File: src/rtl/dispatch_unit_pkg.sv
// Shared constants, opcode enum and the RV32I instruction decoder used by dispatch.
package dispatch_unit_pkg;

  localparam logic [31:0] ZERO_WORD = 32'h0;
  localparam int          ZERO_ROB  = 0;

  // LB..SW must stay contiguous: the LSB routing test is a range compare.
  typedef enum logic [5:0] {
    NOP, LUI, AUIPC, JAL, JALR,
    BEQ, BNE, BLT, BGE, BLTU, BGEU,
    LB, LH, LW, LBU, LHU, SB, SH, SW,
    ADDI, SLTI, SLTIU, XORI, ORI, ANDI, SLLI, SRLI, SRAI,
    ADD, SUB, SLL, SLT, SLTU, XOR, SRL, SRA, OR, AND
  } op_t;

  typedef struct packed {
    op_t         op;
    logic [4:0]  rd;
    logic [4:0]  rs1;
    logic [4:0]  rs2;
    logic [31:0] imm;
    logic        use1;
    logic        use2;
  } dec_t;

  localparam dec_t DEC_NOP = '{op: NOP, rd: 5'd0, rs1: 5'd0, rs2: 5'd0,
                               imm: ZERO_WORD, use1: 1'b0, use2: 1'b0};

  function automatic logic is_lsb_op(input op_t op);
    return (op >= LB) && (op <= SW);
  endfunction

  function automatic logic is_store_op(input op_t op);
    return (op >= SB) && (op <= SW);
  endfunction

  function automatic logic is_jump_op(input op_t op);
    return (op >= JAL) && (op <= BGEU);
  endfunction

  function automatic dec_t decode(input logic [31:0] inst);
    dec_t        d;
    logic [31:0] imm_i;
    d     = DEC_NOP;
    imm_i = {{20{inst[31]}}, inst[31:20]};
    case (inst[6:0])
      7'b0110111: begin d.op = LUI;   d.rd = inst[11:7]; d.imm = {inst[31:12], 12'b0}; end
      7'b0010111: begin d.op = AUIPC; d.rd = inst[11:7]; d.imm = {inst[31:12], 12'b0}; end
      7'b1101111: begin
        d.op  = JAL;
        d.rd  = inst[11:7];
        d.imm = {{12{inst[31]}}, inst[19:12], inst[20], inst[30:21], 1'b0};
      end
      7'b1100111: begin
        d.op = JALR; d.rd = inst[11:7]; d.rs1 = inst[19:15]; d.use1 = 1'b1; d.imm = imm_i;
      end
      7'b1100011: begin
        case (inst[14:12])
          3'b000:  d.op = BEQ;
          3'b001:  d.op = BNE;
          3'b100:  d.op = BLT;
          3'b101:  d.op = BGE;
          3'b110:  d.op = BLTU;
          3'b111:  d.op = BGEU;
          default: d.op = NOP;
        endcase
        d.rs1 = inst[19:15]; d.rs2 = inst[24:20]; d.use1 = 1'b1; d.use2 = 1'b1;
        d.imm = {{20{inst[31]}}, inst[7], inst[30:25], inst[11:8], 1'b0};
      end
      7'b0000011: begin
        case (inst[14:12])
          3'b000:  d.op = LB;
          3'b001:  d.op = LH;
          3'b010:  d.op = LW;
          3'b100:  d.op = LBU;
          3'b101:  d.op = LHU;
          default: d.op = NOP;
        endcase
        d.rd = inst[11:7]; d.rs1 = inst[19:15]; d.use1 = 1'b1; d.imm = imm_i;
      end
      7'b0100011: begin
        case (inst[14:12])
          3'b000:  d.op = SB;
          3'b001:  d.op = SH;
          3'b010:  d.op = SW;
          default: d.op = NOP;
        endcase
        d.rs1 = inst[19:15]; d.rs2 = inst[24:20]; d.use1 = 1'b1; d.use2 = 1'b1;
        d.imm = {{20{inst[31]}}, inst[31:25], inst[11:7]};
      end
      7'b0010011: begin
        case (inst[14:12])
          3'b000:  d.op = ADDI;
          3'b010:  d.op = SLTI;
          3'b011:  d.op = SLTIU;
          3'b100:  d.op = XORI;
          3'b110:  d.op = ORI;
          3'b111:  d.op = ANDI;
          3'b001:  d.op = SLLI;
          default: d.op = inst[30] ? SRAI : SRLI;
        endcase
        d.rd = inst[11:7]; d.rs1 = inst[19:15]; d.use1 = 1'b1;
        d.imm = (inst[13:12] == 2'b01) ? {27'b0, inst[24:20]} : imm_i;
      end
      7'b0110011: begin
        case (inst[14:12])
          3'b000:  d.op = inst[30] ? SUB : ADD;
          3'b001:  d.op = SLL;
          3'b010:  d.op = SLT;
          3'b011:  d.op = SLTU;
          3'b100:  d.op = XOR;
          3'b101:  d.op = inst[30] ? SRA : SRL;
          3'b110:  d.op = OR;
          default: d.op = AND;
        endcase
        d.rd = inst[11:7]; d.rs1 = inst[19:15]; d.rs2 = inst[24:20];
        d.use1 = 1'b1; d.use2 = 1'b1;
      end
      default: d = DEC_NOP;
    endcase
    if (d.op == NOP) d = DEC_NOP;
    return d;
  endfunction

endpackage

File: src/rtl/dispatch_unit_forward.sv
// operand_forward: per-operand priority mux (reg value, CDB, ROB, else rename tag).
// CDB data is only selected when DISPATCH_CDB_BYPASS_EN is defined; otherwise cdb_hit asks for a stall.
module operand_forward
  import dispatch_unit_pkg::*;
#(
  parameter int N_CDB    = 2,
  parameter int ROB_ID_W = 4
) (
  input  logic                      use_src,
  input  logic [ROB_ID_W-1:0]       reg_q,
  input  logic [31:0]               reg_v,
  input  logic [N_CDB-1:0]          cdb_valid,
  input  logic [N_CDB*ROB_ID_W-1:0] cdb_id,
  input  logic [N_CDB*32-1:0]       cdb_data,
  input  logic                      rob_rdy,
  input  logic [31:0]               rob_v,
  output logic [31:0]               v,
  output logic [ROB_ID_W-1:0]       q,
  output logic                      cdb_hit
);

  logic        match;
  logic [31:0] hit_data;

  // Descending scan so the lowest-index matching channel wins.
  always_comb begin
    match    = 1'b0;
    hit_data = ZERO_WORD;
    for (int i = N_CDB - 1; i >= 0; i--) begin
      if (cdb_valid[i] && (cdb_id[i*ROB_ID_W +: ROB_ID_W] == reg_q)) begin
        match    = 1'b1;
        hit_data = cdb_data[i*32 +: 32];
      end
    end
  end

  assign cdb_hit = use_src && (reg_q != ROB_ID_W'(ZERO_ROB)) && match;

  always_comb begin
    v = ZERO_WORD;
    q = ROB_ID_W'(ZERO_ROB);
    if (!use_src) begin
      v = ZERO_WORD;
    end else if (reg_q == ROB_ID_W'(ZERO_ROB)) begin
      v = reg_v;
`ifdef DISPATCH_CDB_BYPASS_EN
    end else if (match) begin
      v = hit_data;
`endif
    end else if (rob_rdy) begin
      v = rob_v;
    end else begin
      q = reg_q;
    end
  end

`ifndef DISPATCH_CDB_BYPASS_EN
  logic unused_hit_data;
  assign unused_hit_data = ^hit_data;
`endif

endmodule

File: src/rtl/dispatch_unit.sv
// Dispatch unit: instruction FIFO, head decode, operand resolution and registered issue outputs.
// Optional CDB bypass is enabled by defining DISPATCH_CDB_BYPASS_EN.
module dispatch_unit
  import dispatch_unit_pkg::*;
#(
  parameter int QDEPTH   = 4,
  parameter int N_CDB    = 2,
  parameter int ROB_ID_W = 4
) (
  input  logic                      clk,
  input  logic                      rst,
  input  logic                      rdy,
  input  logic                      flush,
  input  logic                      if_valid,
  output logic                      if_ready,
  input  logic [31:0]               if_inst,
  input  logic [31:0]               if_pc,
  input  logic                      if_pred,
  input  logic [31:0]               if_rb_pc,
  input  logic                      rob_full,
  input  logic                      rs_full,
  input  logic                      lsb_full,
  input  logic [ROB_ID_W-1:0]       rob_free_id,
  output logic [4:0]                rs1_q,
  output logic [4:0]                rs2_q,
  input  logic [31:0]               reg_v1,
  input  logic [31:0]               reg_v2,
  input  logic [ROB_ID_W-1:0]       reg_q1,
  input  logic [ROB_ID_W-1:0]       reg_q2,
  output logic [ROB_ID_W-1:0]       rob_q1,
  output logic [ROB_ID_W-1:0]       rob_q2,
  input  logic                      rob_rdy1,
  input  logic                      rob_rdy2,
  input  logic [31:0]               rob_v1,
  input  logic [31:0]               rob_v2,
  input  logic [N_CDB-1:0]          cdb_valid,
  input  logic [N_CDB*ROB_ID_W-1:0] cdb_id,
  input  logic [N_CDB*32-1:0]       cdb_data,
  output logic                      rob_ena,
  output logic [4:0]                rob_rd,
  output logic                      rob_jump,
  output logic                      rob_store,
  output logic                      rob_pred,
  output logic [31:0]               rob_pc,
  output logic [31:0]               rob_rb_pc,
  output logic                      reg_ena,
  output logic                      rs_ena,
  output logic                      lsb_ena,
  output logic [5:0]                iss_op,
  output logic [31:0]               iss_v1,
  output logic [31:0]               iss_v2,
  output logic [ROB_ID_W-1:0]       iss_q1,
  output logic [ROB_ID_W-1:0]       iss_q2,
  output logic [31:0]               iss_imm,
  output logic [31:0]               iss_pc,
  output logic [ROB_ID_W-1:0]       iss_tag
);

  localparam int QW = $clog2(QDEPTH);

  logic [31:0]         q_inst  [QDEPTH];
  logic [31:0]         q_pc    [QDEPTH];
  logic [31:0]         q_rb_pc [QDEPTH];
  logic                q_pred  [QDEPTH];
  logic [QW-1:0]       head, tail;
  logic [QW:0]         count;

  dec_t                dec;
  logic                head_lsb, target_full, stall, enq, pop;
  logic                hit1, hit2;
  logic [31:0]         v1, v2;
  logic [ROB_ID_W-1:0] q1, q2;

  assign if_ready    = (count < (QW+1)'(QDEPTH)) && !flush;
  assign enq         = if_valid && if_ready && rdy;

  assign dec         = decode(q_inst[head]);
  assign head_lsb    = is_lsb_op(dec.op);
  assign target_full = head_lsb ? lsb_full : rs_full;
  assign rs1_q       = dec.rs1;
  assign rs2_q       = dec.rs2;
  assign rob_q1      = reg_q1;
  assign rob_q2      = reg_q2;

  operand_forward #(.N_CDB(N_CDB), .ROB_ID_W(ROB_ID_W)) u_fwd1 (
    .use_src(dec.use1), .reg_q(reg_q1), .reg_v(reg_v1),
    .cdb_valid(cdb_valid), .cdb_id(cdb_id), .cdb_data(cdb_data),
    .rob_rdy(rob_rdy1), .rob_v(rob_v1), .v(v1), .q(q1), .cdb_hit(hit1)
  );

  operand_forward #(.N_CDB(N_CDB), .ROB_ID_W(ROB_ID_W)) u_fwd2 (
    .use_src(dec.use2), .reg_q(reg_q2), .reg_v(reg_v2),
    .cdb_valid(cdb_valid), .cdb_id(cdb_id), .cdb_data(cdb_data),
    .rob_rdy(rob_rdy2), .rob_v(rob_v2), .v(v2), .q(q2), .cdb_hit(hit2)
  );

  // Without bypass, a tag broadcasting this cycle holds the head one cycle so the ROB copy is read instead.
`ifdef DISPATCH_CDB_BYPASS_EN
  logic unused_hit;
  assign unused_hit = hit1 | hit2;
  assign stall      = 1'b0;
`else
  assign stall      = hit1 | hit2;
`endif

  assign pop = (count != '0) && rdy && !flush && !rob_full && !target_full && !stall;

  always_ff @(posedge clk) begin
    if (rst) begin
      head  <= '0;
      tail  <= '0;
      count <= '0;
    end else if (rdy) begin
      if (flush) begin
        head  <= '0;
        tail  <= '0;
        count <= '0;
      end else begin
        if (enq) begin
          q_inst[tail]  <= if_inst;
          q_pc[tail]    <= if_pc;
          q_rb_pc[tail] <= if_rb_pc;
          q_pred[tail]  <= if_pred;
          tail          <= tail + 1'b1;
        end
        if (pop) head <= head + 1'b1;
        count <= count + (QW+1)'(enq) - (QW+1)'(pop);
      end
    end
  end

  always_ff @(posedge clk) begin
    if (rst) begin
      rob_ena   <= 1'b0;
      reg_ena   <= 1'b0;
      rs_ena    <= 1'b0;
      lsb_ena   <= 1'b0;
      rob_rd    <= 5'd0;
      rob_jump  <= 1'b0;
      rob_store <= 1'b0;
      rob_pred  <= 1'b0;
      rob_pc    <= ZERO_WORD;
      rob_rb_pc <= ZERO_WORD;
      iss_op    <= NOP;
      iss_v1    <= ZERO_WORD;
      iss_v2    <= ZERO_WORD;
      iss_q1    <= ROB_ID_W'(ZERO_ROB);
      iss_q2    <= ROB_ID_W'(ZERO_ROB);
      iss_imm   <= ZERO_WORD;
      iss_pc    <= ZERO_WORD;
      iss_tag   <= ROB_ID_W'(ZERO_ROB);
    end else if (rdy) begin
      rob_ena <= 1'b0;
      reg_ena <= 1'b0;
      rs_ena  <= 1'b0;
      lsb_ena <= 1'b0;
      // NOP heads are popped silently; payload keeps the last real dispatch.
      if (pop && (dec.op != NOP)) begin
        rob_ena   <= 1'b1;
        reg_ena   <= (dec.rd != 5'd0);
        rs_ena    <= !head_lsb;
        lsb_ena   <= head_lsb;
        rob_rd    <= dec.rd;
        rob_jump  <= is_jump_op(dec.op);
        rob_store <= is_store_op(dec.op);
        rob_pred  <= q_pred[head];
        rob_pc    <= q_pc[head];
        rob_rb_pc <= q_rb_pc[head];
        iss_op    <= dec.op;
        iss_v1    <= v1;
        iss_v2    <= v2;
        iss_q1    <= q1;
        iss_q2    <= q2;
        iss_imm   <= dec.imm;
        iss_pc    <= q_pc[head];
        iss_tag   <= rob_free_id;
      end
    end
  end

endmodule

File: config.mk
export PLATFORM = sky130hd
export DESIGN_NAME = dispatch_unit
export DESIGN_NICKNAME = d
export VERILOG_FILES = /design/src/rtl/dispatch_unit_pkg.sv /design/src/rtl/dispatch_unit_forward.sv /design/src/rtl/dispatch_unit.sv
export SDC_FILE = /design/constraint.sdc
export NUM_CORES = 1
export LEC_CHECK = 0
export CAP_MARGIN = 15
export CORE_ASPECT_RATIO = 0.75
export CORE_MARGIN = 10
export CORE_UTILIZATION = 50
export DETAILED_ROUTE_END_ITERATION = 8
export MAX_ROUTING_LAYER = met4
export PLACE_DENSITY = 0.8
export SYNTH_ARGS = -nofsm -noshare
export SYNTH_HDL_FRONTEND = slang
export SYNTH_SLANG_ARGS = --single-unit
File: constraint.sdc
create_clock -name clk -period 5.85 [get_ports clk]
set_input_delay 1.755 -clock clk [delete_from_list [all_inputs] [get_ports clk]]
set_output_delay 1.755 -clock clk [all_outputs]
set_load 0.05 [all_outputs]
==> run summary <==
Post-synth EDFFs -> 388
initial antenna violation count -> 13
die area -> 0.0589 mm^2
synth unique cells -> 72
number of global-route vias before repair -> 18200
first-pass GRT wire length -> 119 mm
fin. max-slew vios -> 0
GR peak layer -> met2
PortBufs -> 497
Iteration-0 DRC Markers -> 1998
Netlist Area Pre-Place -> 0.0247 mm^2
DP Wirelength -> 52.3 mm
total track usage -> 26.9%
critical path peak fanout -> 11
sequential element share of the synthesized area -> 63.2%
Int Pwr -> 6.79 mW
Setup crit end kind -> output port
Avg Synthesized Cell Area -> 13.0 um^2
met3 Use GR -> 5.77%
share of cells above drive strength 1 -> 13.0%
total wire length -> 80.4 mm
final hold vios -> 0
Final #Nets -> 2603
Slew @ Worst Pin -> 1.03 ns
worst-skew pair later-pin latency -> 0.61 ns
status -> finished clean
drt drc -> 0
Hold WC Path Type -> reg2reg
GR Overflow Total -> 0
sequential fraction of design power -> 51.4%
final setup fails -> 0
minimum clock period -> 5.76 ns
Pre-antenna DRT Iters -> 6
H-Tree Depth -> 2
routed vias/inst -> 6.22
Psw -> 1.84 mW
Peak Freq -> 174 MHz
required time of the critical path -> 4.09 ns
Synthesized Nets -> 2227
GP Congestion -> 0.914
type of the worst setup path -> reg2out
Post-synth ARST share -> 0%
synth warn -> 0
post-route ant nets -> 0
Core Area -> 0.0489 mm^2
FF+latch count, synth -> 587
Max VDD drop -> 0.000254 V
Slew headroom -> 31.0%
DR vias -> 18600
Std-Cell Rows -> 70
Clk network pwr share -> 43.5%
Post-Syn Instances -> 1899
I/O pins -> 562
CTS Buffer Depth -> 3
met2 GRT Util -> 44.0%
number of CTS-inserted buffers -> 55
total power -> 8.63 mW
Clk pin slew, worst setup/hold paths -> 0.06 ns
Clock Sinks -> 587
Period Utilization, post-route -> 98.4%
leakage power -> 9.88 nW
met1 Track Usage GR -> 34.1%
Fillers -> 3484
max-cap violation count -> 0
clock skew -> 0.0166 ns
Arr. time, crit path -> 4.00 ns
cell area power density -> 269 mW/mm^2
DIE HEIGHT -> 213 um
Die X -> 277 um
Most used DFF post-synth -> edfxtp_1
largest net degree at the start of global routing -> 164
final core occ -> 65.7%
Initial Utilization -> 50.6%
root buf cell -> clkbuf_16
post-DR wirelength/cell -> 26.9 um
Synth-to-Final Area Change -> 29.7%
post-cts hold buffer count -> 0
Combinational Power Share -> 5.2%
switch share -> 21.3%
TritonCTS clock tree -> yes
Critical Path Start Type -> register
-- layout by cell type, fill, tap and decap left out, types with 28 or more instances in the layout --
master,count
edfxtp_1,388
nand3_1,42
dfxtp_1,195
nand2_1,170
mux4_2,96
buf_4,50
o211ai_1,46
o31ai_1,98
clkdlybuf4s50_1,485
clkbuf_16,56
a21oi_1,150
a211oi_1,28
nand4_1,101
a31oi_1,31
o21ai_0,76
-- logic make-up after synthesis --
kind of cell / Yosys count / synth area share, %
mux: 104 / 9.08
buf+inv: 245 / 4.72
flops: 587 / 63.2
xor+xnor: 20 / 0.708
compound gates: 502 / 12.9
fa+ha+maj: 7 / 0.384
simple gates: 434 / 9.01
-- synthesized netlist by cell type, drive strengths merged (4+ instances only) --
cell    count  area [um^2]
edfxtp    388        11700
dfxtp     199         3980
nand2     170          638
a21oi     150          751
clkbuf    126          473
buf       109          658
nand4     101          632
o31ai      98          736
mux4       96         2160
o21ai      87          439
o211ai     47          358
nand3      43          220
a31oi      31          194
a211oi     28          210
nor3       26          135
nor2       20         75.1
a31o       18          158
a22oi      16          120
xor2       15          131
nor2b      13         81.3
and2       10         62.6
inv         9         33.8
nor4        9         71.3
ha          6         75.1
nand2b      6         37.5
mux2i       5         50.1
nor3b       5         37.5
or3         5         31.3
or4         5         37.5
xnor2       5         43.8
nand3b      4         30.0
or2         4         25.0
or4b        4         40.0
-- area by class of cell --
class / instances / area [um^2] / area share (%)
clock inverters: 30 / 372 / 1.16
inverters: 10 / 37.5 / 0.117
clock buffers: 74 / 1530 / 4.76
multi-input cells: 1067 / 8050 / 25.1
flip-flops and latches: 587 / 15600 / 48.8
diodes: 15 / 37.5 / 0.117
well taps: 648 / 811 / 2.53
repair buffers: 554 / 5610 / 17.5
-- path summary, 6_finish.rpt --
path	slack (ns)	cells after the start	from	to
setup / recovery	0.09	10	register	rs2_q[0]
hold / removal	0.47	2	rob_jump	rob_jump
setup reg to reg	0.67	19	register	count[2]
hold reg to reg	0.47	2	rob_jump	rob_jump
-- stage by stage --
stage | worst slack [ns] | area [um^2] | hold WS (ns) | cells | TNS (ns)
final | 0.0929 | 32100 | 0.469 | 2985 | 0
after global routing | -0.00154 | 32100 | 0.478 | 2982 | -0.00154
after CTS | 0.0498 | 32000 | 0.469 | 2966 | 0
after floorplan | 0.183 | 24700 | 0.462 | 1899 | 0
after global placement | 0.500 | 30100 | 0.451 | 2860 | 0
after detailed placement | 0.477 | 30100 | 0.460 | 2860 | 0
-- flip-flops by register name, indices dropped and copies added, names as in the netlist, 32 cells and up, named ones only --
name and flops:
q_pc 128, rob_rb_pc 32, iss_v1 32, q_inst 128
iss_v2 32, q_rb_pc 128, iss_pc 32, iss_imm 32
-- what timing repair did --
action / in CTS / in global routing
cloned: 0 / 0
gates resized for setup: 4 / 3
setup endpoints to repair: 10 / 10
setup buffers: 2 / 4
pin swaps: 0 / 0
-- critical path, cell delays in order, from the launching register on --
cell and delay [ns]:
dfxtp_4 0.45, buf_4 0.22, mux4_2 0.67, buf_4 0.20
nor2_1 0.16, nand4_1 0.18, a2111oi_1 0.50, or3_1 0.39
o41ai_4 0.16, nor2b_1 0.27, buf_12 0.17
-- layer usage --
layer	share of wire, %	routed length (um)
met4	2.2	1760
met5	0	0
met3	8.6	6930
met2	49	39400
met1	40	32300
-- power by group through the flow --
stage	clock network (mW)	registers [mW]	logic, mW
after floorplan	0	4.53	0.160
after global placement	0	4.52	0.428
after detailed placement	0	4.52	0.434
after CTS	3.80	4.43	0.438
after global routing	3.97	4.43	0.470
final	3.75	4.43	0.444
Note: power is estimated with default switching activity, not from simulation.
